`src/rtl/uart_pkg.sv`:
```
// -----------------------------------------------------------------------------
// uart_pkg
// Shared types and helpers for the oversampling UART receiver.
//   state_t    : receiver FSM states
//   parity_t   : parity mode encoding (none / odd / even)
//   parity_bit : expected parity bit for a received data word
// -----------------------------------------------------------------------------
package uart_pkg;

  typedef enum logic [2:0] {
    ST_IDLE,
    ST_START,
    ST_DATA,
    ST_PARITY,
    ST_STOP,
    ST_BREAK
  } state_t;

  typedef enum logic [1:0] {
    PAR_NONE = 2'd0,
    PAR_ODD  = 2'd1,
    PAR_EVEN = 2'd2
  } parity_t;

  // Widest supported data word. Narrower words arrive zero-extended.
  localparam int MAX_DATA_WIDTH = 9;

  // Parity bit the transmitter should have sent for the low `width` bits of
  // `data`. Even parity makes the total count of ones even, odd makes it odd.
  function automatic logic parity_bit(input logic [MAX_DATA_WIDTH-1:0] data,
                                      input int unsigned               width,
                                      input parity_t                   mode);
    logic ones;
    ones = 1'b0;
    for (int i = 0; i < MAX_DATA_WIDTH; i++) begin
      if (i < width) ones = ones ^ data[i];
    end
    case (mode)
      PAR_EVEN: parity_bit = ones;
      PAR_ODD:  parity_bit = ~ones;
      default:  parity_bit = 1'b0;
    endcase
  endfunction

endpackage

```
`src/rtl/uart_os_tick_gen.sv`:
```
// -----------------------------------------------------------------------------
// uart_os_tick_gen
// Oversample tick generator with a runtime divisor. `tick` is high for one
// clock every div+1 clocks (div=0 -> every clock). A new divisor is picked up
// at the next reload. `restart` reloads the counter so the tick phase lines up
// with the start edge of a frame.
// Ports:
//   clk      system clock
//   rst      asynchronous, active-high reset
//   restart  reload the counter now (first tick follows div+1 clocks later)
//   div      tick period minus one, in clk cycles
//   tick     one-clock oversample strobe
// -----------------------------------------------------------------------------
module uart_os_tick_gen #(
  parameter int DIV_WIDTH = 11
) (
  input  logic                 clk,
  input  logic                 rst,
  input  logic                 restart,
  input  logic [DIV_WIDTH-1:0] div,
  output logic                 tick
);

  logic [DIV_WIDTH-1:0] cnt;

  // NOTE: clocked state is always written with <= so every flop samples the
  // values present before the edge; = here would create order-dependent races.
  always_ff @(posedge clk or posedge rst) begin
    if (rst) begin
      cnt <= '0;
    end else if (restart || cnt == '0) begin
      cnt <= div;
    end else begin
      cnt <= cnt - 1'b1;
    end
  end

  assign tick = (cnt == '0) && !restart;

endmodule

```
`src/rtl/uart_rx_fifo_less_v2.sv`:
```
// -----------------------------------------------------------------------------
// uart_rx_fifo_less_v2
// Parametrised oversampling UART receiver with a single-word valid/ready
// output register (no FIFO). Configurable data width, parity and stop bits,
// runtime baud divisor, false-start rejection, break handling, and framing,
// parity and overrun reporting.
//
// Optional build macro:
//   UART_RX_MAJORITY_EN  each bit decision is the 2-of-3 majority of the
//                        samples at centre-1, centre and centre+1, taken at
//                        centre+1. Undefined: single sample at the centre.
//
// Ports:
//   i_clk         system clock
//   i_rst         asynchronous, active-high reset
//   i_rx          asynchronous serial line, idle high
//   i_div         oversample tick period minus one, in i_clk cycles
//   o_data        received data word (LSB received first)
//   o_valid       o_data and error flags are valid
//   i_ready       consumer takes the word when o_valid && i_ready
//   o_frame_err   a stop bit was sampled low (qualified by o_valid)
//   o_parity_err  parity mismatch (qualified by o_valid; 0 when PARITY=0)
//   o_overrun     one-cycle pulse: a completed frame was dropped
//   o_busy        receiver FSM is not idle
// -----------------------------------------------------------------------------
module uart_rx_fifo_less_v2
  import uart_pkg::*;
#(
  parameter int DATA_WIDTH = 8,
  parameter int OVERSAMPLE = 16,
  parameter int STOP_BITS  = 1,
  parameter int PARITY     = 0,
  parameter int DIV_WIDTH  = 11
) (
  input  logic                  i_clk,
  input  logic                  i_rst,
  input  logic                  i_rx,
  input  logic [DIV_WIDTH-1:0]  i_div,
  output logic [DATA_WIDTH-1:0] o_data,
  output logic                  o_valid,
  input  logic                  i_ready,
  output logic                  o_frame_err,
  output logic                  o_parity_err,
  output logic                  o_overrun,
  output logic                  o_busy
);

  localparam int TW  = $clog2(OVERSAMPLE + 1);
  localparam int BCW = 4;
  localparam parity_t PAR_MODE = parity_t'(2'(PARITY));

`ifdef UART_RX_MAJORITY_EN
  // The vote needs the centre+1 sample, so every decision lands one tick late.
  localparam int LAG = 1;
`else
  localparam int LAG = 0;
`endif

  // Decision points. After a decision tcnt reloads to LAG, so the sample
  // points of the following bit stay OVERSAMPLE ticks apart.
  localparam logic [TW-1:0]  START_DECIDE = TW'(OVERSAMPLE / 2 - 1 + LAG);
  localparam logic [TW-1:0]  BIT_DECIDE   = TW'(OVERSAMPLE - 1 + LAG);
  localparam logic [TW-1:0]  TCNT_RELOAD  = TW'(LAG);
  localparam logic [BCW-1:0] LAST_DATA    = BCW'(DATA_WIDTH - 1);
  localparam logic [BCW-1:0] LAST_STOP    = BCW'(STOP_BITS - 1);

  // ---------------------------------------------------------------------------
  // Input synchroniser. Idles high so reset never looks like a start bit.
  // ---------------------------------------------------------------------------
  logic rx_meta;
  logic rx_s;

  always_ff @(posedge i_clk or posedge i_rst) begin
    if (i_rst) begin
      rx_meta <= 1'b1;
      rx_s    <= 1'b1;
    end else begin
      rx_meta <= i_rx;
      rx_s    <= rx_meta;
    end
  end

  // ---------------------------------------------------------------------------
  // Oversample tick
  // ---------------------------------------------------------------------------
  logic tick;
  logic restart;

  uart_os_tick_gen #(
    .DIV_WIDTH (DIV_WIDTH)
  ) u_tick (
    .clk     (i_clk),
    .rst     (i_rst),
    .restart (restart),
    .div     (i_div),
    .tick    (tick)
  );

  // ---------------------------------------------------------------------------
  // Bit decision value
  // ---------------------------------------------------------------------------
  logic bit_val;

`ifdef UART_RX_MAJORITY_EN
  // hist[0] is the sample from the previous tick (centre), hist[1] the one
  // before (centre-1); rx_s on the decision tick is centre+1.
  logic [1:0] hist;

  always_ff @(posedge i_clk or posedge i_rst) begin
    if (i_rst) begin
      hist <= 2'b11;
    end else if (tick) begin
      hist <= {hist[0], rx_s};
    end
  end

  assign bit_val = (hist[1] & hist[0]) | (hist[1] & rx_s) | (hist[0] & rx_s);
`else
  assign bit_val = rx_s;
`endif

  // ---------------------------------------------------------------------------
  // Receiver FSM
  // ---------------------------------------------------------------------------
  state_t                state, state_n;
  logic [TW-1:0]         tcnt, tcnt_n;
  logic [BCW-1:0]        bcnt, bcnt_n;
  logic [DATA_WIDTH-1:0] shreg, shreg_n;
  logic                  perr, perr_n;
  logic                  ferr, ferr_n;
  logic                  complete;

  always_ff @(posedge i_clk or posedge i_rst) begin
    if (i_rst) begin
      state <= ST_IDLE;
      tcnt  <= '0;
      bcnt  <= '0;
      shreg <= '0;
      perr  <= 1'b0;
      ferr  <= 1'b0;
    end else begin
      state <= state_n;
      tcnt  <= tcnt_n;
      bcnt  <= bcnt_n;
      shreg <= shreg_n;
      perr  <= perr_n;
      ferr  <= ferr_n;
    end
  end

  always_comb begin
    // NOTE: every output of this block gets a default first; a path that left
    // one unassigned would infer a latch to hold its old value.
    state_n  = state;
    tcnt_n   = tcnt;
    bcnt_n   = bcnt;
    shreg_n  = shreg;
    perr_n   = perr;
    ferr_n   = ferr;
    restart  = 1'b0;
    complete = 1'b0;

    case (state)
      ST_IDLE: begin
        if (!rx_s) begin
          state_n = ST_START;
          tcnt_n  = '0;
          perr_n  = 1'b0;
          ferr_n  = 1'b0;
          restart = 1'b1;
        end
      end

      ST_START: begin
        if (tick) begin
          if (tcnt == START_DECIDE) begin
            if (bit_val) begin
              // Line is high again mid start bit: a glitch, not a frame.
              state_n = ST_IDLE;
            end else begin
              state_n = ST_DATA;
              tcnt_n  = TCNT_RELOAD;
              bcnt_n  = '0;
            end
          end else begin
            tcnt_n = tcnt + 1'b1;
          end
        end
      end

      ST_DATA: begin
        if (tick) begin
          if (tcnt == BIT_DECIDE) begin
            // LSB arrives first, so shift in from the top.
            shreg_n = {bit_val, shreg[DATA_WIDTH-1:1]};
            tcnt_n  = TCNT_RELOAD;
            if (bcnt == LAST_DATA) begin
              bcnt_n  = '0;
              state_n = (PAR_MODE != PAR_NONE) ? ST_PARITY : ST_STOP;
            end else begin
              bcnt_n = bcnt + 1'b1;
            end
          end else begin
            tcnt_n = tcnt + 1'b1;
          end
        end
      end

      ST_PARITY: begin
        if (tick) begin
          if (tcnt == BIT_DECIDE) begin
            perr_n  = bit_val != parity_bit(MAX_DATA_WIDTH'(shreg), DATA_WIDTH, PAR_MODE);
            tcnt_n  = TCNT_RELOAD;
            state_n = ST_STOP;
          end else begin
            tcnt_n = tcnt + 1'b1;
          end
        end
      end

      ST_STOP: begin
        if (tick) begin
          if (tcnt == BIT_DECIDE) begin
            if (!bit_val) ferr_n = 1'b1;
            tcnt_n = TCNT_RELOAD;
            if (bcnt == LAST_STOP) begin
              // Finish at the stop centre so a back-to-back start edge is
              // seen with half a bit of margin.
              complete = 1'b1;
              bcnt_n   = '0;
              state_n  = ferr_n ? ST_BREAK : ST_IDLE;
            end else begin
              bcnt_n = bcnt + 1'b1;
            end
          end else begin
            tcnt_n = tcnt + 1'b1;
          end
        end
      end

      ST_BREAK: begin
        // A low stop bit may be a held break; wait for the line to recover
        // before looking for the next start edge.
        if (rx_s) state_n = ST_IDLE;
      end

      default: state_n = ST_IDLE;
    endcase
  end

  // ---------------------------------------------------------------------------
  // Output register with valid/ready handshake
  // ---------------------------------------------------------------------------
  logic accept;
  assign accept = o_valid && i_ready;

  always_ff @(posedge i_clk or posedge i_rst) begin
    if (i_rst) begin
      o_data       <= '0;
      o_valid      <= 1'b0;
      o_frame_err  <= 1'b0;
      o_parity_err <= 1'b0;
      o_overrun    <= 1'b0;
    end else begin
      o_overrun <= 1'b0;
      if (complete && (!o_valid || accept)) begin
        // Empty slot, or the held word leaves this same cycle.
        o_data       <= shreg;
        o_frame_err  <= ferr_n;
        o_parity_err <= perr_n;
        o_valid      <= 1'b1;
      end else if (complete) begin
        // Consumer is stalled: keep the held word, drop the new one.
        o_overrun <= 1'b1;
      end else if (accept) begin
        o_valid <= 1'b0;
      end
    end
  end

  assign o_busy = (state != ST_IDLE);

endmodule

```
`config.mk`:
```
export PLATFORM = sky130hd
export DESIGN_NAME = uart_rx_fifo_less_v2
export DESIGN_NICKNAME = d
export VERILOG_FILES = /design/src/rtl/uart_pkg.sv /design/src/rtl/uart_os_tick_gen.sv /design/src/rtl/uart_rx_fifo_less_v2.sv
export SDC_FILE = /design/constraint.sdc
export NUM_CORES = 1
export LEC_CHECK = 0
export ABC_AREA = 1
export CAP_MARGIN = 20
export CORE_UTILIZATION = 50
export CTS_CLUSTER_DIAMETER = 120
export DETAILED_ROUTE_END_ITERATION = 12
export PLACE_DENSITY = 0.8
export SYNTH_ARGS = -nofsm -noshare
export SYNTH_HDL_FRONTEND = slang
export SYNTH_HIERARCHICAL = 1
export SYNTH_SLANG_ARGS = --single-unit
```
`constraint.sdc`:
```
create_clock -name i_clk -period 6 [get_ports i_clk]
set_clock_uncertainty 0.05 [all_clocks]
set_input_delay 0.9 -clock i_clk [delete_from_list [all_inputs] [get_ports i_clk]]
set_output_delay 0.9 -clock i_clk [all_outputs]
set_load 0.01 [all_outputs]
```
==> impl_metrics.env <==
export IMPL_crit_arrival_ns=1.62
export IMPL_drt_first_pass_iters=4
export IMPL_start_util_pct=53.41
export IMPL_status="finished clean"
export IMPL_ys_ff_latch=47
export IMPL_crit_type="reg2out"
export IMPL_avgViaCountPerCell=4.905
export IMPL_dp_cells=436
export IMPL_port_buffers=27
export IMPL_drv_cap=0
export IMPL_drt_drc_violations_left=0
export IMPL_rsz0062_at_grt="no"
export IMPL_die_y_um=74.20
export IMPL_slew_limit_headroom_pct=70.25
export IMPL_wl_per_cell_um=11.04
export IMPL_ys_seq_area_share_pct=45.22
export IMPL_io_pins=28
export IMPL_grt_pass1_wl_um=8901
export IMPL_drt_iter0_markers=100
export IMPL_cts_setup_buffers=0
export IMPL_clockBufferDepth=2
export IMPL_setup_viol=0
export IMPL_power_density_nw_per_um2=247.1
export IMPL_area_growth_pct=16.75
export IMPL_h_tree_depth=2
export IMPL_crit_fanout=7
export IMPL_synth_most_common_cell="nand2_1"
export IMPL_synth_fp_nets=365
export IMPL_ys_flop_type="dfrtp_1"
export IMPL_clock_fmax_ghz=0.3894
export IMPL_place_gp_congestion=0.8431
export IMPL_cts_buffers=5
export IMPL_drtAntennaViolNets=0
export IMPL_grt_usage_pct=21.17
export IMPL_cp_data_required_time_ns=5.05
export IMPL_synthDistinctLibCells=26
export IMPL_async_flop_share_pct=100.0
export IMPL_ys_top_cells_by_area="dfrtp_1 43%, nand2_1 19%, inv_1 5.6%"
export IMPL_synth_edff_count=0
export IMPL_grt_pass1_vias=2127
export IMPL_yosys_area_top_type="dfrtp_1"
export IMPL_synth_area_per_cell_um2=7.554
export IMPL_dieWidth_um=74.20
export IMPL_synthTopCellsByCount="129 x nand2_1, 45 x dfrtp_1, 39 x inv_1"
export IMPL_start_kind="register"
export IMPL_hold_viol=0
export IMPL_gr_total_overflow=0
export IMPL_layout_cells_non_filler=444
export IMPL_root_buffer="clkbuf_8"
export IMPL_synthCells=345
export IMPL_dieArea_um2=5505
export IMPL_cts_tree="done"
export IMPL_finalCritPeriodShare_pct=42.80
export IMPL_cts_clk_slew_worst_paths_ns=0.09
export IMPL_slew_viol_final=0
export IMPL_layout_drive_gt1_share_pct=10.34
export IMPL_clk_latency_ns=0.31
export IMPL_nNetsFinal=396
export IMPL_hold_buffers=0
export IMPL_grt_start_max_net_pins=37
export IMPL_crit_path_end_kind="output port"
export IMPL_antenna_found_initial=0
export IMPL_antenna_cells=0
export IMPL_worst_slew_pin_slew_ns=0.4462
export IMPL_vias=2178
export IMPL_drt_wl_total_um=4901
export IMPL_synth_top_area_share_pct=43.21
export IMPL_place_hpwl_um=3685
export IMPL_ir_drop_mv=0.1870
export IMPL_ctsResizeCount=0
export IMPL_syn_area_um2=2606
export IMPL_p_leak_nw=1.541
export IMPL_synth_warnings=6
export IMPL_core_area_um2=4880
export IMPL_cts_sinks=47
export IMPL_period_needed_ns=2.568
export IMPL_hold_class="reg2reg"
export IMPL_rows=25
export IMPL_tns_ns=0
metal layers:
layer / track usage (%) / vias up / routed length, µm
met3: 4.065 / 8 / 168
met4: 8.974 / 0 / 72
li1: - / 1137 / -
met1: 27.72 / 1001 / 2374
met2: 34.44 / 32 / 2286
met5: 0 / - / 0
worst max-delay path, cell delays in order, from the launching register on:
cell and delay (ns):
dfrtp_1 0.48, nor2_2 0.21, nand2_2 0.12, clkdlybuf4s50_1 0.50
sequential cells by signal, indices dropped and copies added (netlist names):
signal and cells:
tcnt 5, bcnt 4, ferr 1, o_parity_err 1, state 3, o_frame_err 1, shreg 8, rx_meta 1
bit_val 1, o_data 8, perr 1, u_tick/cnt 11, o_overrun 1, o_valid 1
cell type report:
| cell class | count | area, µm² |
|---|---|---|
| clock buffers | 5 | 68.82 |
| multi-input cells | 252 | 1229 |
| clock inverters | 3 | 47.55 |
| flip-flops and latches | 47 | 1179 |
| inverters | 42 | 157.7 |
| fillers | 448 | 1837 |
| repair buffers | 28 | 277.8 |
| well taps | 67 | 83.83 |
power by group:
| part | internal, W | switching (W) |
|---|---|---|
| registers | 0.000354 | 0.0000290 |
| clock network | 0.000126 | 0.000111 |
| logic | 0.0000547 | 0.0000769 |
| total | 0.000535 | 0.000217 |
through the flow:
step           setup slack, ns  area, µm²  util [%]  hold WS, ns  power [W]
3_5_place_dp             3.775       2927     59.97       0.2985  0.0005209
2_1_floorplan            4.111       2606         -       0.2952  0.0004851
3_3_place_gp             3.808       2927     59.97       0.2960  0.0005153
5_1_grt                  3.331       3043     62.36       0.3127  0.0007966
6_report                 3.432       3043     62.36       0.3102  0.0007518
4_1_cts                  3.423       3043     62.36       0.3117  0.0007614
placed cells by master, fill, tap and decap left out:
master / n
a21boi_0: 1
a21oi_1: 3
nand3_1: 27
nor2_4: 5
o21ai_1: 9
bufinv_16: 1
nand2_2: 10
nor2_1: 23
nor3_1: 2
clkdlybuf4s50_1: 27
o21ai_0: 16
dfrtp_1: 45
nand3_4: 1
dfstp_2: 2
inv_1: 39
clkinv_4: 1
xor2_1: 3
buf_4: 1
nand2_4: 4
nor2_2: 5
inv_6: 1
clkbuf_8: 5
o21bai_1: 1
xnor2_1: 2
nand4_1: 5
inv_2: 3
nand2_1: 129
nand3b_1: 1
ha_1: 5
cells by family (layout without fill, tap and decap cells):
| logic type | after synthesis | in the layout | synth area share (%) |
|---|---|---|---|
| flip-flops | 47 | 47 | 45.22 |
| XOR/XNOR | 5 | 5 | 1.681 |
| AND/OR/NAND/NOR | 212 | 212 | 37.11 |
| AO/OA/AOI/OAI | 30 | 30 | 5.953 |
| buffers and inverters | 46 | 78 | 7.633 |
| adder cells (fa/ha/maj) | 5 | 5 | 2.400 |
final timing paths:
check                         startpoint       endpoint  slack, ns  depth (start not counted)
setup / recovery                state[0]         o_busy       3.43                          3
min in group asynchronous          i_rst  u_tick/cnt[0]       0.87                          2
max in group asynchronous          i_rst        bit_val       4.59                          3
hold reg to reg                  rx_meta        bit_val       0.31                          0
setup reg to reg           u_tick/cnt[0]        tcnt[0]       3.75                         11
hold / removal                   rx_meta        bit_val       0.31                          0
Power figures use the tool's default switching activity.
